$ cat src/rtl/uart_tx_fifo.sv
// ---------------------------------------------------------------------------
// uart_tx_fifo
//   Transmit front-end for a byte-serial UART transmitter that has no busy
//   output. Bytes from the store path are buffered in a DEPTH-entry FIFO and
//   issued as single-cycle write strobes, spaced GAP_CYCLES clocks apart so
//   that each frame has finished before the next byte is handed over.
//
// Ports
//   sys_clk_i   : system clock (100 MHz)
//   sys_rstn_i  : asynchronous active-low reset
//   wr_en_i     : push wr_dat_i this cycle (dropped when full_o is set)
//   wr_dat_i    : byte to transmit
//   clr_ovf_i   : clear the sticky overflow flag
//   full_o      : FIFO holds DEPTH entries (registered)
//   empty_o     : FIFO holds no entries (registered)
//   count_o     : FIFO occupancy
//   ovf_o       : sticky, a write was dropped because the FIFO was full
//   busy_o      : FIFO non-empty or a frame gap still running
//   uart_wr_o   : one-cycle write strobe to the transmitter
//   uart_dat_o  : byte for the transmitter, held until the next pop
// ---------------------------------------------------------------------------
module uart_tx_fifo #(
  parameter int DEPTH      = 16,
  parameter int AW         = 4,
  parameter int GAP_CYCLES = 9600
) (
  input  logic          sys_clk_i,
  input  logic          sys_rstn_i,
  input  logic          wr_en_i,
  input  logic [7:0]    wr_dat_i,
  input  logic          clr_ovf_i,
  output logic          full_o,
  output logic          empty_o,
  output logic [AW:0]   count_o,
  output logic          ovf_o,
  output logic          busy_o,
  output logic          uart_wr_o,
  output logic [7:0]    uart_dat_o
);

  localparam int          GW       = $clog2(GAP_CYCLES);
  localparam logic [AW:0] FULL_CNT = (AW+1)'(DEPTH);
  localparam logic [GW-1:0] GAP_LOAD = GW'(GAP_CYCLES - 2);

  typedef enum logic {ST_IDLE, ST_WAIT} state_e;

  logic [7:0]    mem_q [DEPTH];
  logic [AW-1:0] wr_ptr_q, wr_ptr_d;
  logic [AW-1:0] rd_ptr_q, rd_ptr_d;
  logic [AW:0]   count_q, count_d;
  logic          full_q, full_d;
  logic          empty_q, empty_d;
  logic          ovf_q, ovf_d;
  logic          busy_q, busy_d;
  logic          uart_wr_q, uart_wr_d;
  logic [7:0]    uart_dat_q, uart_dat_d;
  logic [GW-1:0] gap_q, gap_d;
  state_e        state_q, state_d;
  logic          avail_q;

  logic push, drop, pop;

  // full_q is the registered flag, so a write arriving while full is dropped
  // even if a pop frees a slot on the same edge.
  assign push = wr_en_i & ~full_q;
  assign drop = wr_en_i &  full_q;

  // The pacer looks at the non-empty flag one cycle late, which fixes the
  // push-to-strobe latency at two clocks for a byte entering an empty FIFO.
  assign pop  = (state_q == ST_IDLE) & avail_q & ~empty_q;

  // NOTE: every variable written here gets a default first, so no path can
  // leave one unassigned and infer a latch.
  always_comb begin
    wr_ptr_d   = wr_ptr_q;
    rd_ptr_d   = rd_ptr_q;
    count_d    = count_q;
    state_d    = state_q;
    gap_d      = gap_q;
    uart_wr_d  = 1'b0;
    uart_dat_d = uart_dat_q;

    if (push) wr_ptr_d = wr_ptr_q + AW'(1);

    case (state_q)
      ST_IDLE: begin
        if (pop) begin
          uart_dat_d = mem_q[rd_ptr_q];
          uart_wr_d  = 1'b1;
          rd_ptr_d   = rd_ptr_q + AW'(1);
          gap_d      = GAP_LOAD;
          state_d    = ST_WAIT;
        end
      end
      ST_WAIT: begin
        // Loading GAP_CYCLES-2 plus the exit cycle and the IDLE pop cycle
        // spaces strobes exactly GAP_CYCLES apart.
        if (gap_q == '0) state_d = ST_IDLE;
        else             gap_d   = gap_q - GW'(1);
      end
      default: state_d = ST_IDLE;
    endcase

    case ({push, pop})
      2'b10:   count_d = count_q + (AW+1)'(1);
      2'b01:   count_d = count_q - (AW+1)'(1);
      default: count_d = count_q;
    endcase

    full_d  = (count_d == FULL_CNT);
    empty_d = (count_d == '0);
    busy_d  = ~empty_d | (state_d == ST_WAIT);

    // A drop in the same cycle as a clear leaves the flag set.
    ovf_d = drop ? 1'b1 : (clr_ovf_i ? 1'b0 : ovf_q);
  end

  // NOTE: sequential state uses non-blocking assignments only, so every flop
  // samples the pre-edge values regardless of block ordering.
  always_ff @(posedge sys_clk_i or negedge sys_rstn_i) begin
    if (!sys_rstn_i) begin
      wr_ptr_q   <= '0;
      rd_ptr_q   <= '0;
      count_q    <= '0;
      full_q     <= 1'b0;
      empty_q    <= 1'b1;
      ovf_q      <= 1'b0;
      busy_q     <= 1'b0;
      uart_wr_q  <= 1'b0;
      uart_dat_q <= 8'h00;
      gap_q      <= '0;
      state_q    <= ST_IDLE;
      avail_q    <= 1'b0;
    end else begin
      wr_ptr_q   <= wr_ptr_d;
      rd_ptr_q   <= rd_ptr_d;
      count_q    <= count_d;
      full_q     <= full_d;
      empty_q    <= empty_d;
      ovf_q      <= ovf_d;
      busy_q     <= busy_d;
      uart_wr_q  <= uart_wr_d;
      uart_dat_q <= uart_dat_d;
      gap_q      <= gap_d;
      state_q    <= state_d;
      avail_q    <= ~empty_q;
    end
  end

  // NOTE: the storage array has no reset; the pointers and count define which
  // entries are valid, so stale contents are never observed.
  always_ff @(posedge sys_clk_i) begin
    if (push) mem_q[wr_ptr_q] <= wr_dat_i;
  end

  assign full_o     = full_q;
  assign empty_o    = empty_q;
  assign count_o    = count_q;
  assign ovf_o      = ovf_q;
  assign busy_o     = busy_q;
  assign uart_wr_o  = uart_wr_q;
  assign uart_dat_o = uart_dat_q;

endmodule

$ cat config.mk
export PLATFORM = sky130hd
export DESIGN_NAME = uart_tx_fifo
export DESIGN_NICKNAME = d
export VERILOG_FILES = /design/src/rtl/uart_tx_fifo.sv
export SDC_FILE = /design/constraint.sdc
export NUM_CORES = 1
export LEC_CHECK = 0
export ABC_AREA = 1
export CORE_AREA = 10 10 142 144
export CTS_BUF_LIST = sky130_fd_sc_hd__clkbuf_16
export CTS_CLUSTER_DIAMETER = 150
export DETAILED_ROUTE_END_ITERATION = 7
export DIE_AREA = 0 0 152 154
export PLACE_DENSITY_LB_ADDON = 0.2
export SLEW_MARGIN = 10
export SYNTH_ARGS = -nofsm -noshare
export SYNTH_HDL_FRONTEND = slang
export SYNTH_SLANG_ARGS = --single-unit
$ cat constraint.sdc
create_clock -name sys_clk_i -period 2.83 [get_ports sys_clk_i]
set_input_delay 0.566 -clock sys_clk_i [delete_from_list [all_inputs] [get_ports sys_clk_i]]
set_output_delay 0.566 -clock sys_clk_i [all_outputs]
set_load 0.01 [all_outputs]
* After elaboration in Yosys (flattened, before gate mapping)
Memory sizes are Yosys's and may differ from the RTL's. A register that Yosys moved wholly into a read port is not among the register bits.
Index checks and enable logic that the tools add are counted.
** Storage, ports and cells
- RAM bits :: 128
- Input bits :: 12
- Memories :: 1
- Word-level logic and storage cells :: 49
- Flip-flop bits (word level) :: 34
- Output and inout bits :: 18
** Operators by class
- Muxes and demuxes :: 12
- Equality and inequality tests :: 5
- Bitwise gates (word level) :: 9
- Reductions and logical operators :: 6
- Add/subtract/negate cells :: 5
** Memories
- mem_q :: words 16, width 8, read ports 1, clocked after memory_dff 1, write ports 1, RTL line 47 : logic [7:0] mem_q [DEPTH];
** Operators with widths (number)
- 2-to-1 mux 14 bit :: 2
- case mux 14 bit (2 select lines) :: 1
- logical NOT 14 bit :: 1
- subtractor 14 x 1 -> 14 bit, second input constant :: 1
- case mux 5 bit (2 select lines) :: 1
- adder 4 x 1 -> 4 bit, second input constant :: 2
- 2-to-1 mux 1 bit :: 7
- adder 5 x 1 -> 5 bit, second input constant :: 1
- == test 5 bit, second input constant :: 1
- logical NOT 5 bit :: 1
- subtractor 5 x 1 -> 5 bit, second input constant :: 1
- bitwise AND 1 bit :: 4
- inequality test 2 bit, second input constant :: 2
- NOT 1 bit :: 4
- AND reduction 2 bit :: 2
- == test 2 x 1 -> 1 bit, second input constant :: 1
- == test 2 bit, second input constant :: 1
- case mux 1 bit (2 select lines) :: 1
- nonzero test 2 bit :: 1
- logical NOT 1 bit :: 1
- bitwise OR 1 bit :: 1

* Logic depth before layout (Yosys ltp)
Gate-level depths: netlist of run 1.
- Word-level depth :: 8
- Depth in mapped cells :: 17
- Gate-level depth less buffers :: 17

* Worst setup path after synthesis of run 1
No wires, ideal clock.
- Path type :: register -> register
- Start :: register empty_q, in the netlist empty_o
- End :: register busy_q, in the netlist busy_o
- Cell stages (with the launch flop) :: 15
- Arrival :: 1.978 ns
- Library setup time :: 0.125 ns
- Setup slack :: 0.726 ns
- Path buffers :: 1
- Period minus slack after synthesis :: 2.104 ns
- Data required time :: 2.705 ns
- Cell sequence :: dfstp_2 > inv_1 > nand3_4 > inv_4 > clkbuf_1 > ha_1 > nand2_1 > nand2_1 > nand3_4 > o21ai_2 > nand3_1 > nand2_1 > nand2_2 > inv_2 > nand3_1
** On the way
- Word-level cells in the longest chain between the ends :: 7
- Elaborated cells on any way between the ends :: 10
- Classes of those cells :: 2 x eq/ne; 3 x mux; 4 x bitwise; 1 x reduce/logical
** Ends and longest elaborated chain
- from (decl) :: RTL line 52 : logic empty_q, empty_d;
- from (signal assigned) :: RTL line 139 : empty_q <= empty_d;
- NOT 1 bit (*) :: RTL line 70 : assign pop = (state_q == ST_IDLE) & avail_q & ~empty_q;
- bitwise AND 1 bit (*) :: RTL line 70
- == test 2 x 1 -> 1 bit or == test 2 bit (tied branches) :: RTL line 104 : case ({push, pop})
- case mux 5 bit (2 select lines) (*) :: RTL line 104
- net count_d[4] :: RTL line 50 : logic [AW:0] count_q, count_d;
- logical NOT 5 bit (*) :: RTL line 111 : empty_d = (count_d == '0);
- NOT 1 bit (*) :: RTL line 112 : busy_d = ~empty_d | (state_d == ST_WAIT);
- bitwise OR 1 bit (*) :: RTL line 112
- net busy_d :: RTL line 54 : logic busy_q, busy_d;
- to (signal assigned) :: RTL line 141 : busy_q <= busy_d;
- to (decl) :: RTL line 54
The timed path passes the listed nets; every way through them passes the cells marked *.
A chain may end at the register's enable or synchronous reset.

* Final worst setup path of run 1
Ends and elaborated chain as after synthesis.

==> metrics.txt, run 1 <==
worst path bufs/invs 3; Yosys warnings 0; Tmin final 2.29 ns; P_int 5.10 mW; Worst-Skew Late Latency 0.43 ns; GR Util All Layers 14.2%; LEAKAGE 2.94 nW; Worst R2R Path Depth 13; global-route wire length before repair 26000 microns; initial DRC count 463; Top cell by count, worst path nand2_1; Psw 2.85 mW; Critical Path Start empty_o; Final Cell Area 8270 sq um; Avg Cell Area, Syn 12.0 sq um; drt pass-1 iters 5; ant diodes 0; Worst Setup Start Kind register; CP max-delay cell dfstp_2; clock transition at the registers of the reported paths 0.07 ns; pwr dens 961 nW/um^2; GRT overflow 0; CP Data Required Time 3.13 ns; Reg power frac 42.1%; clk buf depth 2; Die Area 23400 sq um; routed length per instance 18.8 microns; number of buffers created by CTS 17; cell family with most CP delay simple AND/OR/NAND/NOR gates; Max IR drop VDD 0.504 mV; Worst-Margin Slew 0.710 ns; dominant cell type by area after synthesis edfxtp_1; initial antenna violation count 0; Die Height 154 microns; Final Slew Violations 0; postcts setup bufs 0; GPL Wtd Cong 0.785; hold crit path type primary input to asynchronous set/reset pin; RSZ-0062 raised after global routing no; Nets 657; Final Cycle Share 80.9%; WS Path Type register to register; # DRC 0; net count after synthesis 613; Switching Fraction 35.8%; CP Cell Sequence inv_1 -> nand3_4 -> inv_4 -> ha_1 -> nand2_1 -> nand2_1 -> nand3_4 -> o21ai_2 -> nand3_1 -> nand2_1 -> nand2_2 -> inv_2 -> nand3_1; Row Count 48; setup slack, reg-to-reg 0.54 ns; CP Max Fanout 25; register area share after synthesis 68.9%; Root Buffer clkbuf_16; Sink Count 170; critical path capture point type register; share of post-route cells with drive strength above 1 11.6%; Comb power frac 31.6%; Synth Register Bits 170; Hold Fails Final Rpt 0; Yosys cell types 40; Cells after Synth 593; WHS 0.0364 ns; CTS tree yes; run status completed; setup TNS 0 ns; CTS-repair resized insts 0; post-DP HPWL 10300 microns; Reg-to-Reg End busy_o; post-synthesis cell area 7100 sq um; Starting Density 41.4%; crit path DAT 2.59 ns; Area growth, synth to finish 16.4%; number of vias per cell 5.33; top cells by area, synth edfxtp_1, dfrtp_1, o21ai_0; worst slew margin relative to its limit 52.5%; DRT antenna net count 0; top cell type's share of synthesized area 54.1%; largest net degree at the start of global routing 67; Max Freq 437 MHz; H-tree Lvls 4; clock network fraction of total power 26.3%; io pins 30; DP Area 7750 sq um; max incr delay on CP 0.37 ns; Port Buf Inserts 29; DR vias 4662; Die X 152 microns; DRT Wirelength 16400 microns; clock skew 0.00891 ns; Hold Buf Count CTS 0; Critical R2R Launch empty_o; Final setup viols 0; Core ar. 17200 sq um; max cap viols 0; vias in the first global route 4521
==> registers in the layout, summed over array words and instances (netlist names), 4 cells and up <==
name	count
uart_dat_o	8
gap_q	14
mem_q	128
count_o	5
wr_ptr_q	4
rd_ptr_q	4
==> cell families after synthesis <==
logic type / count (synthesis) / synth area share (%)
and+or+nand+nor: 208 / 13.6
DFF: 170 / 68.9
AOI/OAI and AO/OA: 131 / 11.1
buffers and inverters: 67 / 3.87
xor gates and xnor gates: 9 / 1.11
adders and majority gates: 8 / 1.41
==> stage by stage <==
step           power [mW]  utilization, %  worst slack, ns  std cells
5_1_grt              8.42            48.2            0.291        874
3_5_place_dp         5.92            45.1            0.236        843
3_3_place_gp         5.88            45.1            0.308        843
4_1_cts              8.02            48.2            0.499        874
2_1_floorplan        4.88               -            0.726        593
6_report             7.95            48.2            0.540        874
==> cells in the final DEF, fill, tap and decap left out, types with 9 or more instances in the layout <==
master / count
nand2_1: 42
dfrtp_1: 40
o221ai_1: 28
inv_1: 33
clkdlybuf4s50_1: 28
o21ai_0: 81
nand4_1: 9
clkbuf_16: 17
buf_4: 22
nor2_1: 101
edfxtp_1: 128
nand3_1: 35
==> Yosys cell counts (all sizes together) <==
master  count
buf        13
xnor2       1
o21ai      85
nor2b       1
nand3      39
xor2        8
inv        37
a21oi       6
nor4        1
o22ai       4
nand3b      1
o221ai     28
ha          8
nor2      103
o21bai      1
clkinv      2
dfrtp      41
and3        1
nand2      49
and2        1
edfxtp    128
o211ai      1
nor3        3
dfstp       1
clkbuf     15
o21a        6
nand4       9
==> layout make-up <==
class                      instances  area (sq um)
multi-input combinational        356          1930
inverter                          39           149
timing repair buffer              53           490
clock inverter                    14          96.3
sequential                       170          4900
tap                              225           282
clock buffer                      17           425
fill                            1548          8900
==> power groups by stage <==
stage / Clock, mW / Sequential, mW / Combinational [mW]
6_report: 2.09 / 3.35 / 2.51
3_5_place_dp: 0 / 3.40 / 2.52
3_3_place_gp: 0 / 3.39 / 2.48
2_1_floorplan: 0 / 3.39 / 1.49
4_1_cts: 2.14 / 3.35 / 2.53
5_1_grt: 2.25 / 3.39 / 2.78
==> metal layers <==
| metal | wire length [microns] | global-route usage, % | up-vias |
|---|---|---|---|
| li1 | - | - | 2220 |
| met2 | 7900 | 22.2 | 107 |
| met5 | 0 | 0 | - |
| met3 | 809 | 3.24 | 18 |
| met1 | 7420 | 18.7 | 2317 |
| met4 | 263 | 5.23 | 0 |
==> worst max-delay path by stage <==
| stage | to | slack [ns] | depth (start not counted) |
|---|---|---|---|
| after global routing | busy_o | 0.29 | 12 |
| after floorplan | busy_o | 0.73 | 14 |
| after CTS | busy_o | 0.50 | 13 |
| after global placement | busy_o | 0.31 | 17 |
| final | busy_o | 0.54 | 13 |
| after detailed placement | busy_o | 0.24 | 17 |
(Power assumes the default switching activity.)
==> run 2: changes to the inputs <==
==> constraint.sdc (replaced) <==
create_clock -name sys_clk_i -period 2.18 [get_ports sys_clk_i]
set_input_delay 0.436 -clock sys_clk_i [delete_from_list [all_inputs] [get_ports sys_clk_i]]
set_output_delay 0.436 -clock sys_clk_i [all_outputs]
set_load 0.01 [all_outputs]
==> run 2 against run 1 <==
Net effect:
- worst hold slack better by 0.40 ns
- sequential share of layout area down 1.2 points
- clock skew down 0.00066 ns
- non-clock buffer count up 18
- sequential cell count unchanged
- largest power group unchanged
- clock power up 37%
- total power up 32%
- combinational power up 31%
- core utilization up 1.0 points
- global-route usage up 0.20 points
- critical endpoint unchanged
- fmax up 14%
- sequential power up 30%
==> metrics.txt, run 2 (synthesized netlist as in run 1, its figures left out) <==
CP Max Fanout 8 (-68%); vias in the first global route 4831 (+6.9%); WHS 0.441 ns (+0.405 ns); drt pass-1 iters 5 (unchanged); Tmin final 2.00 ns (-0.286 ns); pwr dens 1250 nW/um^2 (+30%); CP Data Required Time 2.48 ns (-0.65 ns); clock skew 0.00825 ns (-0.000660 ns); Largest Register mem_q; Worst-Margin Slew 0.688 ns (-0.0221 ns); Final setup viols 0 (unchanged); DRT met1 WL 7450 microns (+0.51%); Starting Density 41.4% (unchanged); DR vias 4789 (+2.7%); placed insts 860 (+2.0%); RSZ-0062 raised after global routing no; Worst-Skew Late Latency 0.42 ns (about the same); most frequent cells in the layout edfxtp_1, nor2_1, o21ai_0; hold crit path type primary input to asynchronous set/reset pin; Port Buf Inserts 29 (unchanged); Area growth, synth to finish 19.0%; max cap viols 0 (unchanged); Max IR drop VDD 0.634 mV (+26%); number of vias per cell 5.36 (+0.54%); Nets 675 (+2.7%); Row Count 48 (unchanged); # DRC 0 (unchanged); largest net degree at the start of global routing 67 (unchanged); H-tree Lvls 4 (unchanged); DP Area 7880 sq um (+1.6%); Worst Setup Start Kind register; Die Area 23400 sq um (unchanged); max FFs per register 128 (unchanged); Max Freq 499 MHz (+14%); GR Util All Layers 14.4% (+0.20 points); CTS tree yes; Die X 152 microns (unchanged); DRT antenna net count 0 (unchanged); Die Height 154 microns (unchanged); Sink Count 170 (unchanged); Core ar. 17200 sq um (unchanged); initial antenna violation count 0 (unchanged); run status completed; max layer used met4; worst slew margin relative to its limit 54.0% (+1.5 points); met2 WL 8030 microns (+1.6%); Root Buffer clkbuf_16; GRT overflow 0 (unchanged); post-DP HPWL 10700 microns (+3.3%); io pins 30 (unchanged); Final Slew Violations 0 (unchanged); initial DRC count 444 (-4.1%); WL met3 806 microns (-0.37%); Final Cycle Share 91.9% (+11 points); leading cell type in the layout, fill and taps excluded edfxtp_1; Final Non-Filler Cells 893 (+2.2%); crit path DAT 2.30 ns (-0.29 ns); DRT Wirelength 16500 microns (+0.52%); share of post-route cells with drive strength above 1 13.5% (+1.9 points); Final Cell Area 8450 sq um (+2.1%); GPL Wtd Cong 0.840 (+7.0%); critical path capture point type register; setup TNS 0 ns (unchanged); global-route wire length before repair 26700 microns (+2.7%); routed length per instance 18.5 microns (-1.6%); number of buffers created by CTS 17 (unchanged); clock transition at the registers of the reported paths 0.07 ns (about the same); ant diodes 0 (unchanged); clk buf depth 2 (unchanged); Hold Fails Final Rpt 0 (unchanged); LEAKAGE 3.05 nW (+3.8%); WS Path Type register to register
==> run 2: metrics by stage <==
step           utilization (%)  worst slack, ns  total power, mW
6_report                  49.2            0.176             10.5
5_1_grt                   49.2          0.00184             11.2
4_1_cts                   49.2            0.171             10.6
3_5_place_dp              45.9           -0.169             7.76
3_3_place_gp              45.9          -0.0843             7.68
2_1_floorplan                -           0.0765             6.34
==> run 2: layout make-up <==
class | instances | area [sq um]
clock inverters | 15 | 136
flip-flops and latches | 170 | 4900
fillers | 1545 | 8730
clock buffers | 17 | 425
inverters | 39 | 149
well taps | 225 | 282
multi-input cells | 356 | 1930
repair buffers | 71 | 628
==> run 2: worst paths after layout <==
path / from / end / slack, ns / cells past startpoint
max: empty_o / busy_o / 0.18 / 11
min: sys_rstn_i / rd_ptr_q[1] / 0.44 / 2
max reg2reg: empty_o / busy_o / 0.18 / 11
min reg2reg: gap_q[10] / gap_q[10] / 0.49 / 1
max in group asynchronous: sys_rstn_i / empty_o / 1.12 / 3
min in group sys_clk_i: gap_q[10] / gap_q[10] / 0.49 / 1
==> run 2: metal layers <==
| layer | GRT usage, % | vias to the layer above |
|---|---|---|
| met1 | 18.4 | 2393 |
| met5 | 0 | - |
| met3 | 3.79 | 16 |
| met4 | 4.68 | 0 |
| met2 | 23.1 | 125 |
| li1 | - | 2255 |
==> run 2: power breakdown <==
group          leakage (nW)  switching (mW)  total [mW]  internal (mW)
registers              1.65           0.350        4.37           4.02
clock network         0.278            1.20        2.87           1.67
logic                  1.13            2.07        3.29           1.22
total                  3.05            3.62        10.5           6.91
==> run 2: repair_timing <==
| item | in CTS | in global routing |
|---|---|---|
| hold buffers | 1 | 0 |
| gates resized for setup | 0 | 0 |
| setup buffers | 0 | 0 |
| hold endpoints to repair | 12 | 0 |
==> run 2: worst max-delay path, stage by stage (launching register included) <==
cell	delay, ns
dfstp_2	0.53
inv_1	0.11
nand3_4	0.11
inv_4	0.07
ha_1	0.35
inv_1	0.13
nand2_1	0.08
o21ai_0	0.11
nor2_1	0.15
nand2_1	0.07
nor2_1	0.10
nand3_1	0.07
